===== config.mk =====
export PLATFORM = sky130hd
export DESIGN_NAME = serial_cmd_proc
export DESIGN_NICKNAME = d
export VERILOG_FILES = /design/src/rtl/serial_cmd_proc.sv
export SDC_FILE = /design/constraint.sdc
export NUM_CORES = 2
export LEC_CHECK = 0
export CORE_ASPECT_RATIO = 1.2
export CORE_MARGIN = 2
export CORE_UTILIZATION = 50
export CTS_CLUSTER_DIAMETER = 30
export DETAILED_ROUTE_END_ITERATION = 10
export PLACE_DENSITY_LB_ADDON = 0.08
export SYNTH_ARGS = -nofsm -noshare
export SYNTH_HDL_FRONTEND = slang
export SYNTH_SLANG_ARGS = --single-unit

===== constraint.sdc =====
create_clock -name clk -period 11 [get_ports clk]
set_input_delay 3.3 -clock clk [delete_from_list [all_inputs] [get_ports clk]]
set_output_delay 3.3 -clock clk [all_outputs]
set_load 0.1 [all_outputs]

===== src/rtl/serial_cmd_proc.sv =====
// Byte-oriented command processor: frames from the UART rx strobe are decoded into
// config-register writes/reads, histogram snapshots and status replies sent back over tx.
module serial_cmd_proc #(
  parameter int         NCH        = 8,
  parameter int         HW         = 32,
  parameter int         NREG       = 8,
  parameter int         TIMEOUT    = 1000000,
  parameter logic [7:0] FW_VERSION = 8'h08
) (
  input  logic                clk,
  input  logic                rstn,
  input  logic                rx_ready,
  input  logic [7:0]          rx_data,
  input  logic                tx_busy,
  output logic                tx_start,
  output logic [7:0]          tx_data,
  input  logic [NCH*HW-1:0]   histos,
  output logic                hist_reset,
  output logic [NREG*32-1:0]  cfg,
  output logic [NREG-1:0]     cfg_wstb
);

  localparam int         HB     = NCH * HW;
  localparam int         PW     = (HB > 32) ? HB : 32;
  localparam int         LW     = $clog2(PW / 8 + 1);
  localparam int         TW     = $clog2(TIMEOUT + 1);
  localparam logic [7:0] NREG_B = 8'(NREG);
  localparam logic [7:0] NCH_B  = 8'(NCH);

  typedef enum logic [2:0] {IDLE, ARGS, EXEC, TX_LOAD, TX_HOLD} state_t;

  function automatic logic [2:0] arg_need(input logic [7:0] op);
    case (op)
      8'h01:        arg_need = 3'd5;
      8'h02, 8'h04: arg_need = 3'd1;
      default:      arg_need = 3'd0;
    endcase
  endfunction

  function automatic logic [7:0] sat_inc(input logic [7:0] v);
    sat_inc = (v == 8'hFF) ? 8'hFF : v + 8'd1;
  endfunction

  state_t             state_r;
  logic [7:0]         opcode_r;
  logic [4:0][7:0]    args_r;
  logic [2:0]         arg_cnt_r;
  logic [TW-1:0]      idle_cnt_r;
  logic [7:0]         err_cnt_r;
  logic [NREG*32-1:0] cfg_r;
  logic [NREG-1:0]    cfg_wstb_r;
  logic               hist_reset_r;
  logic               tx_start_r;
  logic [7:0]         tx_data_r;
  logic [PW-1:0]      pay_r;
  logic [LW-1:0]      left_r;
  logic               ck_r;
  logic [7:0]         csum_r;

  logic [PW-1:0]      pay_s;
  logic [LW-1:0]      len_s;
  logic               ck_s;
  logic               reply_s;
  logic               bad_s;
  logic [PW-1:0]      src_pay_s;
  logic [LW-1:0]      src_left_s;
  logic               src_ck_s;
  logic [7:0]         src_csum_s;
  logic [7:0]         byte_s;
  logic [PW-1:0]      nxt_pay_s;
  logic [LW-1:0]      nxt_left_s;
  logic               nxt_ck_s;
  logic [7:0]         nxt_csum_s;

  // Decode the latched frame into a reply payload, its length and error flag
  always_comb begin
    pay_s   = '0;
    len_s   = '0;
    ck_s    = 1'b0;
    reply_s = 1'b0;
    bad_s   = 1'b0;
    case (opcode_r)
      8'h00: begin
        pay_s[7:0] = FW_VERSION;
        len_s      = LW'(1);
        reply_s    = 1'b1;
      end
      8'h01: begin
        bad_s = (args_r[0] >= NREG_B);
      end
      8'h02: begin
        for (int r = 0; r < NREG; r++) begin
          pay_s[31:0] = pay_s[31:0] | ({32{args_r[0] == 8'(r)}} & cfg_r[r*32 +: 32]);
        end
        len_s   = LW'(4);
        ck_s    = 1'b1;
        reply_s = 1'b1;
        bad_s   = (args_r[0] >= NREG_B);
      end
      8'h03: begin
        pay_s[HB-1:0] = histos;
        len_s         = LW'(HB / 8);
        ck_s          = 1'b1;
        reply_s       = 1'b1;
      end
      8'h04: begin
        for (int c = 0; c < NCH; c++) begin
          pay_s[HW-1:0] = pay_s[HW-1:0] | ({HW{args_r[0] == 8'(c)}} & histos[c*HW +: HW]);
        end
        len_s   = LW'(HW / 8);
        ck_s    = 1'b1;
        reply_s = 1'b1;
        bad_s   = (args_r[0] >= NCH_B);
      end
      8'h05: begin
        pay_s[7:0] = err_cnt_r;
        len_s      = LW'(1);
        reply_s    = 1'b1;
      end
      default: begin
        bad_s = 1'b1;
      end
    endcase
  end

  // Next byte to send: EXEC launches straight from the fresh payload so the first byte can go out in T+2
  always_comb begin
    if (state_r == EXEC) begin
      src_pay_s  = pay_s;
      src_left_s = len_s;
      src_ck_s   = ck_s;
      src_csum_s = 8'h00;
    end else begin
      src_pay_s  = pay_r;
      src_left_s = left_r;
      src_ck_s   = ck_r;
      src_csum_s = csum_r;
    end
    if (src_left_s != '0) begin
      byte_s     = src_pay_s[7:0];
      nxt_pay_s  = src_pay_s >> 8;
      nxt_left_s = src_left_s - LW'(1);
      nxt_csum_s = src_csum_s ^ src_pay_s[7:0];
      nxt_ck_s   = src_ck_s;
    end else begin
      byte_s     = src_csum_s;
      nxt_pay_s  = src_pay_s;
      nxt_left_s = '0;
      nxt_csum_s = src_csum_s;
      nxt_ck_s   = 1'b0;
    end
  end

  // Frame FSM with register bank, error counter and transmit sequencing
  always_ff @(posedge clk or negedge rstn) begin
    if (!rstn) begin
      state_r      <= IDLE;
      opcode_r     <= 8'h00;
      args_r       <= '0;
      arg_cnt_r    <= 3'd0;
      idle_cnt_r   <= '0;
      err_cnt_r    <= 8'h00;
      cfg_r        <= '0;
      cfg_wstb_r   <= '0;
      hist_reset_r <= 1'b0;
      tx_start_r   <= 1'b0;
      tx_data_r    <= 8'h00;
      pay_r        <= '0;
      left_r       <= '0;
      ck_r         <= 1'b0;
      csum_r       <= 8'h00;
    end else begin
      tx_start_r   <= 1'b0;
      cfg_wstb_r   <= '0;
      hist_reset_r <= 1'b0;
      case (state_r)
        IDLE: begin
          if (rx_ready) begin
            opcode_r   <= rx_data;
            arg_cnt_r  <= 3'd0;
            idle_cnt_r <= '0;
            state_r    <= (arg_need(rx_data) != 3'd0) ? ARGS : EXEC;
          end
        end
        ARGS: begin
          if (rx_ready) begin
            args_r[arg_cnt_r] <= rx_data;
            arg_cnt_r         <= arg_cnt_r + 3'd1;
            idle_cnt_r        <= '0;
            if (3'(arg_cnt_r + 3'd1) == arg_need(opcode_r)) begin
              state_r <= EXEC;
            end
          end else if (idle_cnt_r == TW'(TIMEOUT - 1)) begin
            err_cnt_r <= sat_inc(err_cnt_r);
            state_r   <= IDLE;
          end else begin
            idle_cnt_r <= idle_cnt_r + TW'(1);
          end
        end
        EXEC: begin
          for (int r = 0; r < NREG; r++) begin
            if (opcode_r == 8'h01 && !bad_s && args_r[0] == 8'(r)) begin
              cfg_r[r*32 +: 32] <= {args_r[4], args_r[3], args_r[2], args_r[1]};
              cfg_wstb_r[r]     <= 1'b1;
            end
          end
          hist_reset_r <= (opcode_r == 8'h03);
          if (bad_s) begin
            err_cnt_r <= sat_inc(err_cnt_r);
          end else if (opcode_r == 8'h05) begin
            err_cnt_r <= 8'h00;
          end
          if (!reply_s) begin
            state_r <= IDLE;
          end else if (!tx_busy) begin
            tx_start_r <= 1'b1;
            tx_data_r  <= byte_s;
            pay_r      <= nxt_pay_s;
            left_r     <= nxt_left_s;
            ck_r       <= nxt_ck_s;
            csum_r     <= nxt_csum_s;
            state_r    <= TX_HOLD;
          end else begin
            pay_r   <= pay_s;
            left_r  <= len_s;
            ck_r    <= ck_s;
            csum_r  <= 8'h00;
            state_r <= TX_LOAD;
          end
        end
        TX_LOAD: begin
          if (!tx_busy) begin
            tx_start_r <= 1'b1;
            tx_data_r  <= byte_s;
            pay_r      <= nxt_pay_s;
            left_r     <= nxt_left_s;
            ck_r       <= nxt_ck_s;
            csum_r     <= nxt_csum_s;
            state_r    <= TX_HOLD;
          end
        end
        TX_HOLD: begin
          state_r <= (left_r != '0 || ck_r) ? TX_LOAD : IDLE;
        end
        default: begin
          state_r <= IDLE;
        end
      endcase
    end
  end

  assign tx_start   = tx_start_r;
  assign tx_data    = tx_data_r;
  assign hist_reset = hist_reset_r;
  assign cfg        = cfg_r;
  assign cfg_wstb   = cfg_wstb_r;

endmodule

# Word level (Yosys, flattened, before mapping)

Index checks and enable logic that the tools add are counted.
Widths: inputs -> output; s select.

Register bits: 627
Input port bits: 268
Output and inout port bits: 274
Word-level logic and storage cells: 220

Magnitude comparators: 3
Multiplexer cells: 80
Eq/ne operators: 32
Bitwise operators: 31
Add/sub/neg operators: 4
Reduce and logical (&&, ||, !) cells: 44

Operators by type and width:

| kind                  | number |
|---|---|
| $mux 256              | 5 |
| $and 32x32->32        | 16 |
| $pmux 256 s2          | 1 |
| $or 32x32->32         | 14 |
| $mux 224              | 1 |
| $mux 8                | 15 |
| $pmux 24 s3           | 1 |
| $mux 20               | 3 |
| $eq 8x3->1 const B    | 7 |
| $pmux 8 s2            | 3 |
| $bwmux 40             | 1 |
| $eq 8x2->1 const B    | 5 |
| $pmux 20 s2           | 1 |
| $pmux 8 s5            | 1 |
| $mux 3                | 13 |
| $mux 6                | 5 |
| $demux 8 s3           | 1 |
| $eq 8x1->1 const B    | 3 |
| $reduce_and 2->1      | 11 |
| $add 20x1->20 const B | 1 |
| $eq 20x20->1 const B  | 1 |
| $mux 1                | 18 |
| $pmux 3 s2            | 3 |
| $pmux 6 s3            | 1 |
| other kinds (32)      | 63 |

# Depth between registers and ports, before layout

Depth after elaboration: 16
Mapped depth: 18
Depth with buffers taken out: 11

# Worst setup path after synthesis

No wires, ideal clock.

Path type: input port to flip-flop
Start: input port histos[198]
End: register pay_r[6]
Required time: 10874 ps
Data arrival time: 4954 ps
Library setup time: 126 ps
Slack: 5920 ps
Buffers on the path: 0
Stages on the path: 7
Path through: mux4_2 > mux2_2 > a32oi_1 > o2111ai_1 > a31oi_1 > nor3_1 > o32a_1

Cells in the longest elaborated chain, start to end: 9
Elaborated cells on any way between the ends: 10
Classes of those cells: 7 x mux; 3 x bitwise

Ends and longest elaborated chain:

| item                          | line | text |
|---|---|---|
| start: declaration            | 17   | `input logic [NCH*HW-1:0] histos,` |
| $and 32x32->32 *              | 108  | `pay_s[HW-1:0] = pay_s[HW-1:0] \| ({HW{args_r[0] == 8'(c)}} & histos[c*HW +: HW]);` |
| $or 32x32->32 * (2 in series) | 108  |  |
| $pmux 8 s5 *                  | 82   | `case (opcode_r)` |
| $mux 256                      | 128  | `if (state_r == EXEC) begin` |
| $mux 256                      | 139  | `if (src_left_s != '0) begin` |
| $mux 256                      | 215  | `end else if (!tx_busy) begin` |
| $mux 256                      | 213  | `if (!reply_s) begin` |
| $pmux 256 s2 *                | 176  | `case (state_r)` |
| end signal: assignment        | 218  | `pay_r <= nxt_pay_s;` |
| end signal: assignment        | 224  | `pay_r <= pay_s;` |
| end signal: assignment        | 235  | `pay_r <= nxt_pay_s;` |
| end: declaration              | 55   | `logic [PW-1:0] pay_r;` |

Every way passes the cells marked *; elsewhere a longest branch is shown, timed or not. The select of a mux whose other input is x is not followed.
A chain may end at the register's enable or synchronous reset.

# Worst setup path in the final report

Start: register state_r[0]
End: register pay_r[170]

Cells in the longest elaborated chain, start to end: 7
Elaborated cells on any way between the ends: 14
Classes of those cells: 4 x eq/ne; 7 x mux; 3 x reduce/logical

Ends and longest elaborated chain:

| item                     | line     | text |
|---|---|---|
| start: declaration       | 44       | `state_t state_r;` |
| start signal: assignment | 182      | `state_r <= (arg_need(rx_data) != 3'd0) ? ARGS : EXEC;` |
| start signal: assignment | 243      | `state_r <= (left_r != '0 \|\| ck_r) ? TX_LOAD : IDLE;` |
| $eq 3x2->1               | 128, 176 |  |
| $mux 6                   | 128      |  |
| $reduce_bool 6->1        | 139      |  |
| $mux 256                 | 139      |  |
| $mux 256                 | 215      |  |
| $mux 256                 | 213      |  |
| $pmux 256 s2             | 176      |  |

Several ways; a longest one is shown, not always the timed one. The select of a mux whose other input is x is not followed.

==> results list <==
- Run status: completed
- Counting stages on the worst path, the most repeated cell is sky130_fd_sc_hd__buf_4.
* Number of input and output port buffers inserted: 541
- Synthesis produced a netlist whose cell count is 3,974.
- Detailed placement finished with a half-perimeter wire length of 117,400 um.
* Number of nets at the end of the flow: 4,631
* Clock net sink count: 627
* Via-to-Cell Ratio: 6.711
* Clk network pwr share: 38.4%
- Max Buffers Root-to-Sink: 3
- The largest individual stage delay along the critical path comes from the cell sky130_fd_sc_hd__buf_4.
* Critical path buffers and inverters: 3
* DR vias: 36.94k
- In this design, the stage delay of the slowest critical-path cell is 940 ps.
* Standard cell core area: 0.07515 mm2
- Summed over all nets, the switching power comes to 4.760 mW.
- Final Hold Fails: 0
* Number of distinct standard cells referenced by the synthesized netlist: 93
* Height of the die: 306.2 um
- The analysis attributes to cell leakage a power of 22.72 nW.
- In this run, post-CTS hold repair placed 0 buffers.
* Count of flip-flops with a built-in enable after synthesis: 0
* # Max-Cap Violations: 0
- Die X: 255.8 um
* Largest driver fanout on the critical path: 115
- Averaged over all synthesized cells, the footprint is 9.576 um2.
- In the final routed layout, each cell accounts on average for 31.45 um.
- Fin crit period: 6297 ps
- CP delay by family, top: buffers and inverters
- Summing all placed instances gives a cell area of 0.04381 mm2.
* Startpoint type of the worst setup path: register
- VDD sags by at most 0.4028 mV.
- Counting the buffers created by CTS gives 148.
* Portion of total power attributed to combinational logic: 36.9%
- The finished layout holds 5,504 standard cells, fillers aside.
- Last weighted congestion value of the routability-driven placer: 1.032
- Synthesis warning total: 0
- Pre-CTS setup slack: 4235 ps
* Unrepaired setup endpoints after global routing: false
* Wire length of the first global-routing pass: 249,300 um
- Layout Skew: 49.73 ps
- Clock tree from TritonCTS: built
- During I/O placement, the number of pins put on the boundary was 542.
- The final layout contains routed wiring with a total length of 173,100 um.
- STA classifies the critical path endpoint as a register.
* Worst Path Class, Setup: register to register
* Initial core utilization: 50.64%
- The floorplan step defined a die boundary enclosing 0.07834 mm2.
- Drt pass-1 iters: 8
- Number of nets with antenna violations after detailed routing: 0
- Relative to the synthesized area, the layout overhead comes to 29.01%.
* # placed instances: 5,217
- In this run switching power makes up 39.40% of total power.
- Final TNS setup: 0 ps
- For this run the aggregate overflow at the end of global routing stands at 0.
- The floorplan has 110 rows.
* Leading cell type in the layout, fill and taps excluded: sky130_fd_sc_hd__dfrtp_1
* Vias in the first global route: 35.52k
- The library cells used most frequently in the layout, excluding fill and tap cells, are 624 x sky130_fd_sc_hd__dfrtp_1, 540 x sky130_fd_sc_hd__clkdlybuf4s50_1, 528 x sky130_fd_sc_hd__nand2_1, 294 x sky130_fd_sc_hd__mux2_2, 290 x sky130_fd_sc_hd__a21oi_1.
* FFs w/ async S/R, synth: 100.0%
* CP cell instances: or3b_4, buf_4, and3_1, a31oi_4, nor2_4, buf_4, buf_12, mux2i_1, a211oi_1, a21o_1
* Internal Power: 7.322 mW
- Slew at the pin closest to its max-slew limit: 1355 ps
- Sequential cells account for 24.7% of the total power.
- Final instance area: 0.04909 mm2
* Sequential-to-total area share from yosys stat: 41.23%
* Leading register cell type out of synthesis: sky130_fd_sc_hd__dfrtp_1
* Final setup violation count: 0
- FILL cells: 6,154
- After clock tree synthesis, the clock-pin slew on the worst setup and hold paths is 50 ps.
- Data on the critical path is required at its endpoint by 11,640 ps.
* Post-route setup slack: 4703 ps
- CTS HTree Levels: 4
* Final count of pins violating max slew: 0
* Number of nets produced by synthesis: 4,246
- Fraction of the cycle the final worst path needs: 57.25%
- Clock latency on the worst-skew pair, taken at its later pin, is 770 ps.
- Based on the critical path, the design can be clocked at up to 0.1588 GHz.
- The tightest hold path in the finished design has a slack of 471.8 ps.
- Number of synthesized register bits: 627
- CTS placed an instance of sky130_fd_sc_hd__clkbuf_16 at the clock tree root.
- Total track usage: 43.35%
- STA puts the critical path data arrival time at 6940 ps.
- Buffers added to address setup during post-CTS repair amount to 0.
- Once the clock tree was built, the resizer swapped 0 gates to a different size.
- Tightest Hold Check Type: register to register
* First-iteration detailed-routing DRC count: 4,886
* Power per unit of standard cell area: 246.1 mW/mm2
- In the routed design, unresolved DRC markers number 0.
- Antenna violations before repair: 31
* Max-Slew Margin vs Limit: 7.311%
* Fraction of layout cells with a size suffix above 1: 15.70%
- After synthesis the cells add up to 0.03805 mm2.
- Maximum number of pins on one net before global-route repair: 210
==> kinds of logic after synthesis <==
family                     synth area share [%]
AOI/OAI and AO/OA                         20.72
and+or+nand+nor                           13.73
muxes                                     19.13
DFF                                       41.23
buffers and inverters                     4.712
xor gates and xnor gates                 0.3452
adders and majority gates                0.1315
==> power by group through the flow <==
stage	registers, mW	clock network (mW)	logic (mW)
floorplan	2.93	0	3.09
global placement	2.99	0	4.24
detailed placement	3.00	0	4.27
CTS	2.97	4.65	4.28
global route	3.02	4.77	4.62
finish	2.99	4.64	4.45
==> worst reg2reg max path, cell delays in order, from the launching register on <==
cell and delay (ps):
sky130_fd_sc_hd__dfrtp_1 750, sky130_fd_sc_hd__or3b_4 750, sky130_fd_sc_hd__buf_4 960, sky130_fd_sc_hd__and3_1 470
sky130_fd_sc_hd__a31oi_4 100, sky130_fd_sc_hd__nor2_4 720, sky130_fd_sc_hd__buf_4 940, sky130_fd_sc_hd__buf_12 570
sky130_fd_sc_hd__mux2i_1 630, sky130_fd_sc_hd__a211oi_1 120, sky130_fd_sc_hd__a21o_1 200
==> Yosys cell counts, types with 23 or more instances <==
library cell	n	share of area, %
sky130_fd_sc_hd__dfrtp_1	627	41
sky130_fd_sc_hd__nand2_1	529	5.2
sky130_fd_sc_hd__mux2_2	294	8.7
sky130_fd_sc_hd__a21oi_1	290	3.8
sky130_fd_sc_hd__nand3_1	275	3.6
sky130_fd_sc_hd__mux2i_1	257	6.8
sky130_fd_sc_hd__clkbuf_1	251	2.5
sky130_fd_sc_hd__a211oi_1	189	3.7
sky130_fd_sc_hd__a21o_1	179	3.5
sky130_fd_sc_hd__nor2_1	124	1.2
sky130_fd_sc_hd__o21ai_0	90	1.2
sky130_fd_sc_hd__buf_2	67	0.88
sky130_fd_sc_hd__mux2_1	62	1.8
sky130_fd_sc_hd__a31oi_1	49	0.81
sky130_fd_sc_hd__nor3_1	39	0.51
sky130_fd_sc_hd__a22oi_1	37	0.73
sky130_fd_sc_hd__a22o_1	34	0.78
sky130_fd_sc_hd__o211ai_1	34	0.67
sky130_fd_sc_hd__a221oi_1	31	0.71
sky130_fd_sc_hd__mux4_2	31	1.8
sky130_fd_sc_hd__buf_1	29	0.29
sky130_fd_sc_hd__inv_1	26	0.26
sky130_fd_sc_hd__o22ai_1	24	0.39
sky130_fd_sc_hd__buf_6	23	0.68
==> registers in the layout (all words and copies together), names as in the netlist, 3 cells and up <==
| register | cells |
|---|---|
| err_cnt_r | 8 |
| tx_data | 8 |
| idle_cnt_r | 20 |
| arg_cnt_r | 3 |
| state_r | 3 |
| cfg | 256 |
| opcode_r | 8 |
| args_r | 40 |
| csum_r | 8 |
| cfg_wstb | 8 |
| pay_r | 256 |
| left_r | 6 |
==> layer usage <==
metal / global-route usage (%) / vias up / wire length, um
li1: - / 15656 / -
met1: 50.97 / 18194 / 62610
met2: 63.53 / 2417 / 74550
met3: 18.30 / 643 / 21540
met4: 31.43 / 26 / 14250
met5: 0.1852 / - / 156
==> final cells by class <==
type / instances / area, um2 / area share, %
Antenna cell: 17 / 42.54 / 0.08666
Clock buffer: 191 / 4168 / 8.490
Clock inverter: 79 / 1072 / 2.184
Inverter: 30 / 112.6 / 0.2294
Multi-Input combinational cell: 2942 / 20680 / 42.13
Sequential cell: 627 / 15700 / 31.98
Tap cell: 1008 / 1261 / 2.569
Timing Repair Buffer: 610 / 6051 / 12.33
==> final timing paths <==
path                       slack [ps]  startpoint  cells past startpoint         end
setup / recovery                 4700  state_r[0]                     10  pay_r[170]
hold / removal                    470  pay_r[224]                      1  pay_r[224]
setup reg to reg                 4700  state_r[0]                     10  pay_r[170]
hold reg to reg                   470  pay_r[224]                      1  pay_r[224]
max in group asynchronous        6490        rstn                      3   pay_r[61]
min in group asynchronous        2660        rstn                      1  pay_r[184]
==> through the flow <==
step           power (mW)  utilization (%)
6_report            12.08            65.33
5_1_grt             12.40            65.29
4_1_cts             11.90            65.27
3_5_place_dp        7.269            58.30
3_3_place_gp        7.230            58.30
2_1_floorplan       6.023                -
Note: power is estimated with default switching activity, not from simulation.
